<file path="config.mk">
export PLATFORM = sky130hd
export DESIGN_NAME = sa_psum_drain
export DESIGN_NICKNAME = d
export VERILOG_FILES = /design/src/rtl/sa_psum_drain.sv
export SDC_FILE = /design/constraint.sdc
export NUM_CORES = 1
export LEC_CHECK = 0
export CAP_MARGIN = 20
export CORE_ASPECT_RATIO = 0.8
export CORE_UTILIZATION = 55
export CTS_BUF_LIST = sky130_fd_sc_hd__clkbuf_8
export CTS_CLUSTER_SIZE = 8
export DETAILED_ROUTE_END_ITERATION = 16
export PLACE_DENSITY = 0.89
export SYNTH_ARGS = -nofsm -noshare
export SYNTH_HDL_FRONTEND = slang
export SYNTH_SLANG_ARGS = --single-unit
export TNS_END_PERCENT = 20
</file>
<file path="constraint.sdc">
create_clock -name clk -period 2.54 [get_ports clk]
set_clock_uncertainty 0.15 [all_clocks]
set_input_delay 0.381 -clock clk [delete_from_list [all_inputs] [get_ports clk]]
set_output_delay 0.381 -clock clk [all_outputs]
set_load 0.005 [all_outputs]
</file>
<file path="src/rtl/sa_psum_drain.sv">
// sa_psum_drain
//   Collects the skewed column results leaving a systolic array, realigns
//   them into whole output rows, and buffers those rows in a small FIFO
//   for a ready/valid consumer. It also counts rows per tile and raises a
//   sticky flag whenever a row is lost because the FIFO was full.
//
// Ports
//   clk          sole clock, all state changes on its rising edge
//   rst          synchronous active-high reset
//   i_valid      column 0 of a new row is present on i_psum[0] this cycle
//   i_psum[c]    column c result, arriving c cycles after its i_valid
//   i_ready      consumer takes o_row this cycle
//   o_valid      FIFO is non-empty and o_row holds the oldest row
//   o_row[c]     realigned row, column c (zero while o_valid is low)
//   o_tile_done  one-cycle pulse after the last row of a tile is written
//   o_overflow   sticky, set when a row was dropped on a full FIFO

module sa_psum_drain #(
  parameter int ADD_DATAWIDTH = 8,
  parameter int NUM_COLS      = 4,
  parameter int NUM_ROWS      = 4,
  parameter int DEPTH         = 4
) (
  input  logic                     clk,
  input  logic                     rst,
  input  logic                     i_valid,
  input  logic [ADD_DATAWIDTH-1:0] i_psum [NUM_COLS],
  input  logic                     i_ready,
  output logic                     o_valid,
  output logic [ADD_DATAWIDTH-1:0] o_row [NUM_COLS],
  output logic                     o_tile_done,
  output logic                     o_overflow
);

  localparam int AW = $clog2(DEPTH);
  localparam int RW = (NUM_ROWS > 1) ? $clog2(NUM_ROWS) : 1;

  logic [ADD_DATAWIDTH-1:0] aligned_row [NUM_COLS];
  logic                     aligned_valid;

  // The row marker travels the full NUM_COLS-1 stages so that it lines up
  // with the last column, which needs no delay at all.
  generate
    if (NUM_COLS == 1) begin : g_valid_direct
      assign aligned_valid = i_valid;
    end else begin : g_valid_pipe
      logic [NUM_COLS-2:0] valid_sr;

      always_ff @(posedge clk) begin
        if (rst) begin
          valid_sr <= '0;
        end else begin
          valid_sr[0] <= i_valid;
          for (int s = 1; s < NUM_COLS - 1; s++) begin
            valid_sr[s] <= valid_sr[s-1];
          end
        end
      end

      assign aligned_valid = valid_sr[NUM_COLS-2];
    end
  endgenerate

  // Column c arrives c cycles late, so it is held for the remaining
  // NUM_COLS-1-c cycles. Data stages carry no reset; only the valid
  // marker decides whether anything is kept.
  generate
    for (genvar c = 0; c < NUM_COLS; c++) begin : g_col
      if (c == NUM_COLS - 1) begin : g_pass
        assign aligned_row[c] = i_psum[c];
      end else begin : g_delay
        localparam int STAGES = NUM_COLS - 1 - c;
        logic [ADD_DATAWIDTH-1:0] data_sr [STAGES];

        always_ff @(posedge clk) begin
          data_sr[0] <= i_psum[c];
          for (int s = 1; s < STAGES; s++) begin
            data_sr[s] <= data_sr[s-1];
          end
        end

        assign aligned_row[c] = data_sr[STAGES-1];
      end
    end
  endgenerate

  logic [ADD_DATAWIDTH-1:0] mem [DEPTH][NUM_COLS];
  logic [AW:0]              wr_ptr;
  logic [AW:0]              rd_ptr;
  logic [AW-1:0]            wr_idx;
  logic [AW-1:0]            rd_idx;
  logic                     empty;
  logic                     full;
  logic                     pop;
  logic                     push;
  logic                     drop;
  logic [RW-1:0]            row_cnt;

  assign wr_idx = wr_ptr[AW-1:0];
  assign rd_idx = rd_ptr[AW-1:0];

  // The extra pointer bit tells a full FIFO (same index, different lap)
  // apart from an empty one (identical pointers).
  assign empty = (wr_ptr == rd_ptr);
  assign full  = (wr_ptr[AW] != rd_ptr[AW]) && (wr_idx == rd_idx);

  // A pop frees the head slot on the same edge, so a full FIFO still
  // accepts a row while it is being drained.
  assign pop  = !empty && i_ready;
  assign push = aligned_valid && (!full || pop);
  assign drop = aligned_valid && full && !pop;

  assign o_valid = !empty;

  always_comb begin
    for (int c = 0; c < NUM_COLS; c++) begin
      o_row[c] = o_valid ? mem[rd_idx][c] : '0;
    end
  end

  // Row storage is not reset; the pointers alone define what is valid.
  always_ff @(posedge clk) begin
    if (push) begin
      for (int c = 0; c < NUM_COLS; c++) begin
        mem[wr_idx][c] <= aligned_row[c];
      end
    end
  end

  // Pointer, tile counter and status flags. Every aligned row advances the
  // tile count, including rows dropped on overflow, so tile boundaries
  // stay in step with the array even when data is lost.
  always_ff @(posedge clk) begin
    if (rst) begin
      wr_ptr      <= '0;
      rd_ptr      <= '0;
      row_cnt     <= '0;
      o_tile_done <= 1'b0;
      o_overflow  <= 1'b0;
    end else begin
      o_tile_done <= 1'b0;
      if (push) begin
        wr_ptr <= wr_ptr + (AW+1)'(1);
      end
      if (pop) begin
        rd_ptr <= rd_ptr + (AW+1)'(1);
      end
      if (drop) begin
        o_overflow <= 1'b1;
      end
      if (aligned_valid) begin
        if (row_cnt == RW'(NUM_ROWS - 1)) begin
          row_cnt     <= '0;
          o_tile_done <= 1'b1;
        end else begin
          row_cnt <= row_cnt + RW'(1);
        end
      end
    end
  end

endmodule

</file>
==> out/metrics.yaml <==
outcome:
  status: "finished, final reports clean"
clock_tree:
  hold_buffers: 0
  clk_pin_slew_ns: 0.10
  clk_latency_ns: 0.45
  cts_tree: "built"
  cts_root_buf: "clkbuf_8"
  cts_buffer_depth: 2
  htree_levels: 4
  cts_buffers: 17
  cts_sinks: 191
finish:
  final_util: 0.698
  syn_to_final_growth_pct: 23.6
  final_cell_mix: "128 x edfxtp_1, 56 x dfxtp_1, 38 x clkdlybuf4s50_1"
  drive_gt1_frac: 0.300
  final_nets: 459
  final_common_cell: "edfxtp_1"
  n_antenna_cell: 0
  fin_cells: 578
  finish.instance_area_um2: 8010
logic_synthesis:
  avgSynthCellArea_um2: 20.4
  ys_ff_latch: 191
  yosysWarningCount: 0
  netlist_instances: 317
  syn_area_um2: 6480
  ys_seq_area_frac: 0.788
  syn_nets: 359
  yosys.cell_types.count: 25
place:
  hpwl_um: 6390
  placed_area_um2: 7470
  dp_cells: 533
  gp_routability_congestion: 0.665
  io_buffers: 70
  pre_cts_ws_ns: 0.223
global_route:
  antenna_found_initial: 0
  first_global_vias: 3159
  overflow: 0
  track_usage: 0.197
  grt_pass1_wl_um: 16900
  grt_max_degree: 34
pwr:
  ir_drop_v: 0.000451
  power_density_nw_per_um2: 715
  leakagePower_nw: 2.80
worst_hold_path:
  whs_endpoint: "g_col[0].g_delay.data_sr[0][14]"
  hp-start: "g_col[0].g_delay.data_sr[0][6]"
  min_path_cells: 0
  hold_path.class: "flip-flop to flip-flop"
timing:
  hold_viol: 0
  tightest_slew_ns: 0.539
  slew_headroom: 0.637
  period_share: 0.994
  finalSetupViolations: 0
  holdWs_ns: 0.185
  finalMaxSlewViolations: 0
  timing.fmax_ghz: 0.396
  rsz0062_at_grt: "true"
  final.setup.worst_slack_ns: 0.0156
  period_minus_slack_ns: 2.52
job:
  cap_violations: 0
setup_path:
  worst-setup-path-type: "flip-flop to primary output"
  worst-path-max-fanout: 5
  crit_path_end_kind: "primary output"
  crit_slowest_cell: "mux4_2"
  path_delay_family: "buffers and inverters"
  cp.arrival_ns: 1.99
  worst-path-buf-inv: 3
  rrSetupSlack_ns: 0.35
  critPathLaunchType: "flip-flop"
  critPathRequiredTime_ns: 2.01
  worstReg2RegEnd: "mem[1][23]"
  worstPathCellList: "buf_6, buf_16, mux4_2, nor2b_1, dlygate4sd2_1"
  max_stage_delay_ns: 0.51
  worstRegToRegCells: 5
  reg2reg_from: "rd_ptr[2]"
floorplanning:
  coreArea_um2: 11500
  row_count: 35
  die_w_um: 123
  die_h_um: 99.1
  initial_core_util: 0.565
  die-area_um2: 12200
  io_pins: 71
drt:
  routed_via_density: 5.30
  drtIter0Drc: 220
  via_count: 3063
  drtAntennaViolNets: 0
  drc: 0
  drt_wl_total_um: 10800
  dr.pass1.iters: 4
  wl_per_cell_um: 18.7
worst register-to-register path, cell delays in order (launching register included):
cell	delay (ns)
dfxtp_2	0.36
xnor2_1	0.42
nor4_1	0.15
nor2b_1	0.21
and2_2	0.35
buf_12	0.24
cells in the mapped netlist, drive strengths merged:
library cell | count | area share
mux4 | 32 | 0.11
nand2 | 1 | 0.00058
a21oi | 1 | 0.00077
mux2i | 4 | 0.0062
o311ai | 1 | 0.0014
o31ai | 1 | 0.0012
nor4 | 1 | 0.00097
o41ai | 2 | 0.0068
xnor2 | 2 | 0.0027
buf | 6 | 0.0054
nor2 | 12 | 0.0070
inv | 4 | 0.0023
clkbuf | 6 | 0.0035
and2 | 4 | 0.0039
xor2 | 6 | 0.010
ha | 6 | 0.012
nor3 | 1 | 0.0015
dfxtp | 63 | 0.19
nor2b | 36 | 0.035
edfxtp | 128 | 0.59
sequential cells by signal (all words and copies together) (netlist names), named ones only:
| register | count |
|---|---|
| o_tile_done | 1 |
| g_col.g_delay.data_sr | 48 |
| wr_ptr | 3 |
| mem | 128 |
| row_cnt | 2 |
| o_overflow | 1 |
| rd_ptr | 3 |
| g_valid_pipe.valid_sr | 3 |
cells by family (layout without fill, tap and decap cells):
kind of cell               Yosys count  count (layout)  synth area share
xor gates and xnor gates             8               8            0.0131
and+or+nand+nor                     55              55            0.0487
buffers and inverters               16             129            0.0112
DFF                                191             191             0.788
adders and majority gates            6               6            0.0116
AOI/OAI and AO/OA                    5               5            0.0100
muxes                               36              36             0.117
stage by stage:
step                setup TNS (ns)  power (mW)
floorplan                        0        3.64
global placement                 0        3.84
detailed placement               0        3.85
CTS                         -0.783        5.75
global route                -0.328        5.92
finish                           0        5.72
worst max-delay path by stage:
stage,to,slack (ns),cells after the start
4_1_cts,o_row[17],-0.12,6
5_1_grt,o_row[25],-0.07,5
3_3_place_gp,mem[0][24],0.26,5
3_5_place_dp,o_row[12],0.22,5
6_report,o_row[23],0.02,5
2_1_floorplan,mem[0][0],0.20,4
metal layers:
layer  vias to the layer above  global-route usage  wire (µm)
met1                      1528               0.259       4570
met2                       102               0.312       5360
li1                       1410                   -          -
met4                         0              0.0853        221
met3                        23              0.0538        642
met5                         -                   0          0
power breakdown:
| group | switching (mW) | internal, mW | total, mW |
|---|---|---|---|
| clock | 1.09 | 0.811 | 1.90 |
| sequential | 0.0366 | 3.37 | 3.40 |
| combinational | 0.165 | 0.255 | 0.420 |
| total | 1.29 | 4.43 | 5.72 |
cell type report:
type / count / area [µm²]
Clock buffer: 17 / 234
Inverter: 4 / 15.0
Clock inverter: 15 / 153
Multi-Input combinational cell: 110 / 1350
Timing Repair Buffer: 93 / 955
Tap cell: 148 / 185
Sequential cell: 191 / 5120
Fill cell: 703 / 3470
timing repair:
item,4_1_cts,5_1_grt
setup endpoints to repair,33,33
pin swaps,1,0
resized for setup,63,52
gates cloned,4,0
setup buffers,7,3
No activity file was read; power rests on OpenSTA's default activity.
